`src/rtl/id_ex_operand_stage.sv`:
```
// ID/EX pipeline register with EX-stage operand forwarding from EX/MEM and MEM/WB.
// Feeds the ALU operands/control and carries the memory/writeback control bits forward.
module id_ex_operand_stage #(
  parameter int unsigned DATA_W = 32,
  parameter int unsigned RA_W   = 5
) (
  input  logic              clk,
  input  logic              rst,
  input  logic              stall,
  input  logic              flush,
  input  logic              id_valid,
  input  logic [DATA_W-1:0] id_rs_data,
  input  logic [DATA_W-1:0] id_rt_data,
  input  logic [DATA_W-1:0] id_imm,
  input  logic [RA_W-1:0]   id_rs,
  input  logic [RA_W-1:0]   id_rt,
  input  logic [RA_W-1:0]   id_rd,
  input  logic              id_alu_src,
  input  logic              id_reg_dst,
  input  logic [2:0]        id_alu_ctrl,
  input  logic              id_reg_write,
  input  logic              id_mem_read,
  input  logic              id_mem_write,
  input  logic              id_mem_to_reg,
  input  logic              exmem_reg_write,
  input  logic [RA_W-1:0]   exmem_rd,
  input  logic [DATA_W-1:0] exmem_result,
  input  logic              memwb_reg_write,
  input  logic [RA_W-1:0]   memwb_rd,
  input  logic [DATA_W-1:0] memwb_result,
  output logic [DATA_W-1:0] alu_a,
  output logic [DATA_W-1:0] alu_b,
  output logic [2:0]        alu_ctrl,
  output logic [DATA_W-1:0] ex_store_data,
  output logic [RA_W-1:0]   ex_dest,
  output logic [RA_W-1:0]   ex_rs,
  output logic [RA_W-1:0]   ex_rt,
  output logic              ex_valid,
  output logic              ex_reg_write,
  output logic              ex_mem_read,
  output logic              ex_mem_write,
  output logic              ex_mem_to_reg,
  output logic [1:0]        fwd_a,
  output logic [1:0]        fwd_b
);

  logic              valid_q, valid_d;
  logic              reg_write_q, reg_write_d;
  logic              mem_read_q, mem_read_d;
  logic              mem_write_q, mem_write_d;
  logic              mem_to_reg_q, mem_to_reg_d;
  logic              alu_src_q, alu_src_d;
  logic              reg_dst_q, reg_dst_d;
  logic [2:0]        alu_ctrl_q, alu_ctrl_d;
  logic [DATA_W-1:0] rs_data_q, rs_data_d;
  logic [DATA_W-1:0] rt_data_q, rt_data_d;
  logic [DATA_W-1:0] imm_q, imm_d;
  logic [RA_W-1:0]   rs_q, rs_d;
  logic [RA_W-1:0]   rt_q, rt_d;
  logic [RA_W-1:0]   rd_q, rd_d;

  always_comb begin
    valid_d      = valid_q;
    reg_write_d  = reg_write_q;
    mem_read_d   = mem_read_q;
    mem_write_d  = mem_write_q;
    mem_to_reg_d = mem_to_reg_q;
    alu_src_d    = alu_src_q;
    reg_dst_d    = reg_dst_q;
    alu_ctrl_d   = alu_ctrl_q;
    rs_data_d    = rs_data_q;
    rt_data_d    = rt_data_q;
    imm_d        = imm_q;
    rs_d         = rs_q;
    rt_d         = rt_q;
    rd_d         = rd_q;
    if (flush) begin
      valid_d      = 1'b0;
      reg_write_d  = 1'b0;
      mem_read_d   = 1'b0;
      mem_write_d  = 1'b0;
      mem_to_reg_d = 1'b0;
      alu_src_d    = 1'b0;
      reg_dst_d    = 1'b0;
      alu_ctrl_d   = '0;
      rs_data_d    = '0;
      rt_data_d    = '0;
      imm_d        = '0;
      rs_d         = '0;
      rt_d         = '0;
      rd_d         = '0;
    end else if (!stall) begin
      // Control is gated by id_valid so an invalid ID slot enters as a bubble.
      valid_d      = id_valid;
      reg_write_d  = id_reg_write & id_valid;
      mem_read_d   = id_mem_read & id_valid;
      mem_write_d  = id_mem_write & id_valid;
      mem_to_reg_d = id_mem_to_reg & id_valid;
      alu_src_d    = id_alu_src & id_valid;
      reg_dst_d    = id_reg_dst & id_valid;
      alu_ctrl_d   = id_alu_ctrl;
      rs_data_d    = id_rs_data;
      rt_data_d    = id_rt_data;
      imm_d        = id_imm;
      rs_d         = id_rs;
      rt_d         = id_rt;
      rd_d         = id_rd;
    end
  end

  always_ff @(posedge clk or posedge rst) begin
    if (rst) begin
      valid_q      <= 1'b0;
      reg_write_q  <= 1'b0;
      mem_read_q   <= 1'b0;
      mem_write_q  <= 1'b0;
      mem_to_reg_q <= 1'b0;
      alu_src_q    <= 1'b0;
      reg_dst_q    <= 1'b0;
      alu_ctrl_q   <= '0;
      rs_data_q    <= '0;
      rt_data_q    <= '0;
      imm_q        <= '0;
      rs_q         <= '0;
      rt_q         <= '0;
      rd_q         <= '0;
    end else begin
      valid_q      <= valid_d;
      reg_write_q  <= reg_write_d;
      mem_read_q   <= mem_read_d;
      mem_write_q  <= mem_write_d;
      mem_to_reg_q <= mem_to_reg_d;
      alu_src_q    <= alu_src_d;
      reg_dst_q    <= reg_dst_d;
      alu_ctrl_q   <= alu_ctrl_d;
      rs_data_q    <= rs_data_d;
      rt_data_q    <= rt_data_d;
      imm_q        <= imm_d;
      rs_q         <= rs_d;
      rt_q         <= rt_d;
      rd_q         <= rd_d;
    end
  end

  // EX/MEM is the younger producer, so it wins; r0 is hardwired zero and never forwarded.
  always_comb begin
    fwd_a = 2'b00;
    if (exmem_reg_write && (exmem_rd != '0) && (exmem_rd == rs_q)) begin
      fwd_a = 2'b10;
    end else if (memwb_reg_write && (memwb_rd != '0) && (memwb_rd == rs_q)) begin
      fwd_a = 2'b01;
    end
    fwd_b = 2'b00;
    if (exmem_reg_write && (exmem_rd != '0) && (exmem_rd == rt_q)) begin
      fwd_b = 2'b10;
    end else if (memwb_reg_write && (memwb_rd != '0) && (memwb_rd == rt_q)) begin
      fwd_b = 2'b01;
    end
  end

  always_comb begin
    unique case (fwd_a)
      2'b10:   alu_a = exmem_result;
      2'b01:   alu_a = memwb_result;
      default: alu_a = rs_data_q;
    endcase
    unique case (fwd_b)
      2'b10:   ex_store_data = exmem_result;
      2'b01:   ex_store_data = memwb_result;
      default: ex_store_data = rt_data_q;
    endcase
    alu_b = alu_src_q ? imm_q : ex_store_data;
  end

  assign alu_ctrl      = alu_ctrl_q;
  assign ex_dest       = reg_dst_q ? rd_q : rt_q;
  assign ex_rs         = rs_q;
  assign ex_rt         = rt_q;
  assign ex_valid      = valid_q;
  assign ex_reg_write  = reg_write_q;
  assign ex_mem_read   = mem_read_q;
  assign ex_mem_write  = mem_write_q;
  assign ex_mem_to_reg = mem_to_reg_q;

endmodule

```
`config.mk`:
```
export PLATFORM = sky130hd
export DESIGN_NAME = id_ex_operand_stage
export DESIGN_NICKNAME = d
export VERILOG_FILES = /design/src/rtl/id_ex_operand_stage.sv
export SDC_FILE = /design/constraint.sdc
export NUM_CORES = 1
export LEC_CHECK = 0
export CORE_MARGIN = 8
export CORE_UTILIZATION = 30
export CTS_BUF_LIST = sky130_fd_sc_hd__clkbuf_2
export DETAILED_ROUTE_END_ITERATION = 7
export DONT_BUFFER_PORTS = 1
export GPL_TIMING_DRIVEN = 0
export HOLD_SLACK_MARGIN = 0.05
export PLACE_DENSITY = 0.44
export SLEW_MARGIN = 20
export SYNTH_ARGS = -nofsm -noshare
export SYNTH_HDL_FRONTEND = slang
export SYNTH_SLANG_ARGS = --single-unit
```
`constraint.sdc`:
```
create_clock -name clk -period 6.4 [get_ports clk]
set_input_delay 0.96 -clock clk [delete_from_list [all_inputs] [get_ports clk]]
set_output_delay 0.96 -clock clk [all_outputs]
set_load 0.01 [all_outputs]
```
==> results of run 1 <==
==> worst max-delay path, stage by stage, from the launching register on <==
cell and delay [ns]:
dfrtp_1 0.52, xor2_1 0.20, nor3_1 0.15, and4_1 0.35
clkbuf_1 0.48, clkbuf_1 0.58, nand2_1 0.16, o21ai_0 0.26
==> metal layers <==
layer / routed length [um] / part of all wire [%] / vias to the layer above / track usage [%]
met2: 14400 / 47 / 282 / 34.1
met1: 12700 / 42 / 2935 / 24.7
met5: 0 / 0 / - / 0
met4: 563 / 1.8 / 0 / 5.76
li1: - / - / 2672 / -
met3: 3030 / 9.9 / 34 / 8.50
==> metrics by stage <==
| stage | total power, mW | cell area, um^2 | util (%) | worst slack, ns | hold slack [ns] |
|---|---|---|---|---|---|
| after floorplan | 1.06 | 7110 | - | 2.23 | 0.484 |
| after detailed placement | 1.15 | 7550 | 32.2 | 2.24 | 0.511 |
| after CTS | 1.75 | 7830 | 33.5 | 1.82 | 0.289 |
| final | 1.72 | 7830 | 33.5 | 2.06 | 0.388 |
| after global placement | 1.15 | 7510 | 32.1 | 0.403 | 0.499 |
| after global routing | 1.81 | 7830 | 33.5 | 1.68 | 0.266 |
==> worst paths after layout <==
check | from | end | slack (ns) | depth (start not counted)
max | ex_rs[3]$_DFFE_PP0P_ | alu_a[26] | 2.06 | 7
min | id_rt_data[24] | rt_data_q[24]$_DFFE_PP0P_ | 0.39 | 2
max reg2reg | alu_src_q$_DFFE_PP0P_ | alu_src_q$_DFFE_PP0P_ | 4.53 | 4
min reg2reg | rt_data_q[18]$_DFFE_PP0P_ | rt_data_q[18]$_DFFE_PP0P_ | 0.54 | 2
max in group asynchronous | rst | rt_data_q[5]$_DFFE_PP0P_ | 4.89 | 3
min in group asynchronous | rst | rt_data_q[27]$_DFFE_PP0P_ | 0.72 | 2
==> layout by cell type (no fill, tap or decap), types with 2 or more instances in the layout <==
| master | n |
|---|---|
| a21oi_1 | 34 |
| mux2_2 | 5 |
| buf_6 | 6 |
| nor2_1 | 158 |
| mux2i_1 | 178 |
| o21a_1 | 2 |
| nand3_2 | 2 |
| nand2_1 | 33 |
| buf_2 | 14 |
| inv_1 | 33 |
| or4_1 | 2 |
| clkbuf_1 | 30 |
| dfrtp_1 | 121 |
| clkinv_4 | 3 |
| nor3_1 | 36 |
| a22oi_1 | 5 |
| a221oi_1 | 32 |
| o21ai_0 | 32 |
| nor2b_1 | 2 |
| xor2_1 | 16 |
| buf_1 | 11 |
| xnor2_1 | 4 |
| clkbuf_2 | 19 |
| bufinv_16 | 4 |
| clkinv_2 | 4 |
==> cell type report <==
type	count	area, um^2
Timing Repair Buffer	2	37.5
Sequential cell	121	3030
Inverter	34	135
Antenna cell	1	2.50
Fill cell	2507	15600
Clock inverter	13	178
Tap cell	319	399
Multi-Input combinational cell	544	3650
Clock buffer	19	95.1
Buffer	62	312
==> where the power goes <==
| group | switching (mW) | internal [mW] |
|---|---|---|
| sequential | 0.0329 | 0.807 |
| combinational | 0.195 | 0.0999 |
| clock | 0.327 | 0.258 |
==> kinds of logic (layout without fill, tap and decap cells) <==
family / after synthesis / after routing
flops: 121 / 121
simple gates: 236 / 236
other cells: 0 / 1
xor+xnor: 20 / 20
compound gates: 105 / 105
mux: 183 / 183
buf+inv: 96 / 130
==> results.json, run 1 <==
{
  "dp_hpwl_mm": 23.5,
  "arrival_ns": 3.38,
  "outcome": "finished, final reports clean",
  "die_y_um": 170,
  "start_util_pct": 30.4,
  "vdd_drop_max_mv": 0.112,
  "drtPass1Iterations": 4,
  "gp_congestion": 0.863,
  "avgSynthCellArea_um2": 9.35,
  "post_cts_buffers": 0,
  "ys_warn_count": 0,
  "synth_ff_type": "dfrtp_1",
  "synth_area_leaders": "dfrtp_1 (43%), mux2i_1 (25%), nor2_1 (8.3%), a221oi_1 (3.9%), nor3_1 (2.5%)",
  "final.setup_skew_ns": 0,
  "cp_max_fo": 10,
  "min_path_type": "input port to flip-flop",
  "vias_per_cell": 5.31,
  "yosys.area_share.simple_pct": 13.6,
  "synth_edf_count": 0,
  "synthXorXnorAreaFrac_pct": 2.46,
  "fin_setup_tns_ns": 0,
  "finalCriticalPeriod_ns": 4.34,
  "grt_pass1_wl_mm": 43.9,
  "cts.sinks": 121,
  "layout-drive-gt1-share_pct": 7.80,
  "finalCritPeriodShare_pct": 67.8,
  "cts_buffer_depth": 2,
  "clkLatencyLatePin_ns": 0.67,
  "detail-route-antenna-nets": 0,
  "postCtsResizedCells": 0,
  "fin_cells": 1115,
  "synth_top_area_share_pct": 42.6,
  "syn_nets": 962,
  "synthArstFlopShare_pct": 100,
  "worstMarginPinSlew_ns": 1.01,
  "synth_top_family_by_area": "multiplexers",
  "grt_usage_pct": 20.8,
  "ctsRootBufferMaster": "clkbuf_2",
  "grt_start_max_net_pins": 72,
  "slew_headroom_pct": 32.9,
  "dieWidth_um": 170,
  "drv_cap": 0,
  "core_area_um2": 23400,
  "rsz0062_at_grt": "false",
  "place_inst": 1081,
  "route.detailed.drc": 0,
  "wl_mm": 30.7,
  "clkTransAtPathRegs_ns": 0.24,
  "antenna_found_initial": 1,
  "max_clock_freq_mhz": 230,
  "grt_overflow": 0,
  "synthAdderAreaFrac_pct": 0,
  "yosysMostFrequentCell": "mux2i_1",
  "report.final.slew_viol_count": 0,
  "ys_ff_latch": 121,
  "synth_seq_area_share_pct": 42.6,
  "p_leak_nw": 3.59,
  "drt_iter0_drc": 333,
  "synth.largest_area_cell": "dfrtp_1",
  "synth_cells": 761,
  "largest_registers": "imm_q x32, rs_data_q x32, rt_data_q x32",
  "cts_made_buffers": 17,
  "hold_buffers": 1,
  "dieArea_um2": 28900,
  "htree_num_levels": 4,
  "vias": 5923,
  "port_buffers": 0,
  "grt_pass1_vias": 6196,
  "startpoint_type": "flip-flop",
  "crit_required_ns": 5.44,
  "synth_top_cells_by_count": "mux2i_1 (178), nor2_1 (158), dfrtp_1 (121)",
  "ios": 324,
  "cts_tree": "yes",
  "muxShareOfSynthArea_pct": 25.8,
  "routedWlPerCell_um": 27.5,
  "p_per_area_nw_per_um2": 220,
  "row_count": 56,
  "num-nets-final": 983,
  "synth.distinct_cells": 25,
  "cp-end-kind": "output port",
  "synth-compound-area-share_pct": 9.32,
  "setup_violations": 0,
  "mappedNetlistArea_um2": 7110,
  "hold_viol_final": 0,
  "worstSetupPathType": "flip-flop to output port",
  "syn2layout_area_growth_pct": 10.1
}
No activity file was read; power rests on OpenSTA's default activity.
==> run 2: changes to the inputs <==
--- a/config.mk
+++ b/config.mk
@@ -12,7 +12,7 @@
 export DONT_BUFFER_PORTS = 1
 export GPL_TIMING_DRIVEN = 0
 export HOLD_SLACK_MARGIN = 0.05
-export PLACE_DENSITY = 0.44
+export PLACE_DENSITY = 0.45
 export SLEW_MARGIN = 20
 export SYNTH_ARGS = -nofsm -noshare
 export SYNTH_HDL_FRONTEND = slang
==> constraint.sdc (replaced) <==
create_clock -name clk -period 3.9 [get_ports clk]
set_input_delay 0.585 -clock clk [delete_from_list [all_inputs] [get_ports clk]]
set_output_delay 0.585 -clock clk [all_outputs]
set_load 0.01 [all_outputs]
==> run 2 against run 1 <==
Compared with the run above: flip-flop and latch count is the same; non-clock buffer count grew 121; critical endpoint is now alu_b[1]; via count grew 8.0%; clock skew is the same; hold slack lost 0.10 ns; largest cell class unchanged; critical path depth is the same; highest routed layer unchanged; sequential power grew 64%; design area grew 17%; global-route usage grew 0.42 points.
==> results.json, run 2 (synthesis results as in run 1) <==
{
  "min_path_type": "input port to flip-flop",
  "wl_mm": 31.2,
  "ios": 324,
  "fill_cells": 2440,
  "port_buffers": 0,
  "drv_cap": 0,
  "cts_tree": "yes",
  "final_common_cell": "mux2i_1",
  "core_area_um2": 23400,
  "worstMarginPinSlew_ns": 1.00,
  "gp_congestion": 0.858,
  "clkTransAtPathRegs_ns": 0.20,
  "final.setup_skew_ns": 0,
  "dieWidth_um": 170,
  "fin_setup_tns_ns": 0,
  "detail-route-antenna-nets": 0,
  "finalCritPeriodShare_pct": 93.3,
  "wl_met3_mm": 2.81,
  "drtPass1Iterations": 5,
  "rsz0062_at_grt": "true",
  "outcome": "finished, final reports clean",
  "grt_start_max_net_pins": 71,
  "max_clock_freq_mhz": 275,
  "p_total_mw": 2.89,
  "hold_ws_ns": 0.286,
  "layout-drive-gt1-share_pct": 8.65,
  "dp_hpwl_mm": 23.5,
  "ctsRootBufferMaster": "clkbuf_2",
  "row_count": 56,
  "grt_usage_pct": 21.2,
  "post_cts_buffers": 0,
  "crit_required_ns": 3.31,
  "report.final.slew_viol_count": 0,
  "path_cells": "xor2_1 > nor3_1 > nand3_2 > inv_2 > nor2_1 > buf_2 > a221oi_1",
  "slew_headroom_pct": 33.3,
  "syn2layout_area_growth_pct": 28.8,
  "wl_met1_mm": 13.0,
  "routedWlPerCell_um": 25.3,
  "highest_layer": "met4",
  "vdd_drop_max_mv": 0.181,
  "pre_cts_slack_ns": 0.393,
  "route.detailed.drc": 0,
  "fin_cells": 1235,
  "cts.sinks": 121,
  "cts_made_buffers": 17,
  "cp-end-kind": "output port",
  "fin_ws_ns": 0.260,
  "antenna_found_initial": 1,
  "hold_viol_final": 0,
  "met2_length_mm": 14.8,
  "dieArea_um2": 28900,
  "p_leak_nw": 4.10,
  "final_cell_mix": "mux2i_1 (178), nor2_1 (158), dlygate4sd3_1 (122), dfrtp_1 (121), nor3_1 (36)",
  "worst_path_largest_cell_delay_ns": 0.54,
  "setup_violations": 0,
  "finalCriticalPeriod_ns": 3.64,
  "cts_buffer_depth": 2,
  "die_y_um": 170,
  "largest_registers": "imm_q x32, rs_data_q x32, rt_data_q x32",
  "critPathSlowestCell": "a221oi_1",
  "startpoint_type": "flip-flop",
  "arrival_ns": 3.06,
  "cp_max_fo": 10,
  "start_util_pct": 30.4,
  "place_inst": 1081,
  "htree_num_levels": 4,
  "clkLatencyLatePin_ns": 0.67,
  "grt_pass1_wl_mm": 45.7,
  "drt_iter0_drc": 340,
  "min_path_cells": 3,
  "vias_per_cell": 5.18,
  "p_per_area_nw_per_um2": 316,
  "num-nets-final": 1104,
  "grt_overflow": 0,
  "vias": 6397,
  "worstSetupPathType": "flip-flop to output port",
  "grt_pass1_vias": 6988,
  "rr_worst_depth": 4
}
-- run 2: cell count changes in the layout (fill, tap and decap cells not counted), moves of 3 or more --
cell           before  now
clkinv_4            3    0
a221oi_1           32   14
clkbuf_1           30   27
dlygate4sd3_1       1  122
a221oi_2            0   16
-- run 2: routing by layer --
metal | vias up | track usage (%)
li1 | 2917 | -
met1 | 3131 | 25.6
met2 | 304 | 34.7
met3 | 45 | 7.81
met4 | 0 | 6.33
met5 | - | 0
-- run 2: timing repair --
| item | in CTS | in global routing |
|---|---|---|
| endpoints found under the setup margin | 33 | 38 |
| hold buffers | 122 | 0 |
| hold endpoints to repair | 189 | 0 |
| gates resized for setup | 6 | 20 |
-- run 2: final cells by class --
class / instances / area [um^2] / share of cell area, %
Timing Repair Buffer: 123 / 1250 / 13.6
Clock buffer: 17 / 85.1 / 0.929
Inverter: 34 / 135 / 1.48
Sequential cell: 121 / 3030 / 33.1
Tap cell: 319 / 399 / 4.36
Buffer: 62 / 315 / 3.44
Clock inverter: 12 / 159 / 1.73
Antenna cell: 3 / 7.51 / 0.0820
Multi-Input combinational cell: 544 / 3780 / 41.3
-- run 2: per-stage QoR --
step	utilization [%]	instance area, um^2
2_1_floorplan	-	7110
3_3_place_gp	32.1	7510
3_5_place_dp	32.2	7550
4_1_cts	38.6	9040
5_1_grt	39.1	9160
6_report	39.1	9160
-- run 2: report_power, final --
part | total (mW) | switching [mW] | internal, mW
combinational | 0.606 | 0.353 | 0.253
sequential | 1.38 | 0.0565 | 1.32
clock | 0.905 | 0.505 | 0.400
total | 2.89 | 0.915 | 1.98
-- run 2: worst max-delay path, delay by kind of cell (launching register included) --
family                    cells  cell delay, ns
DFF                           1            0.53
buffers and inverters         2            0.47
xor gates and xnor gates      1            0.20
and+or+nand+nor               3            0.65
AOI/OAI and AO/OA             1            0.54
-- run 2: path summary, 6_finish.rpt --
kind                                             from                         to  slack, ns
min in group asynchronous                         rst       imm_q[3]$_DFFE_PP0P_       0.47
worst max-delay path             ex_rt[1]$_DFFE_PP0P_                   alu_b[1]       0.26
max in group asynchronous                         rst  rt_data_q[26]$_DFFE_PP0P_       2.75
worst min register to register    rd_q[3]$_DFFE_PP0P_        rd_q[3]$_DFFE_PP0P_       0.54
worst min-delay path                         id_valid       ex_valid$_DFFE_PP0P_       0.29
worst max register to register  alu_src_q$_DFFE_PP0P_      alu_src_q$_DFFE_PP0P_       1.83
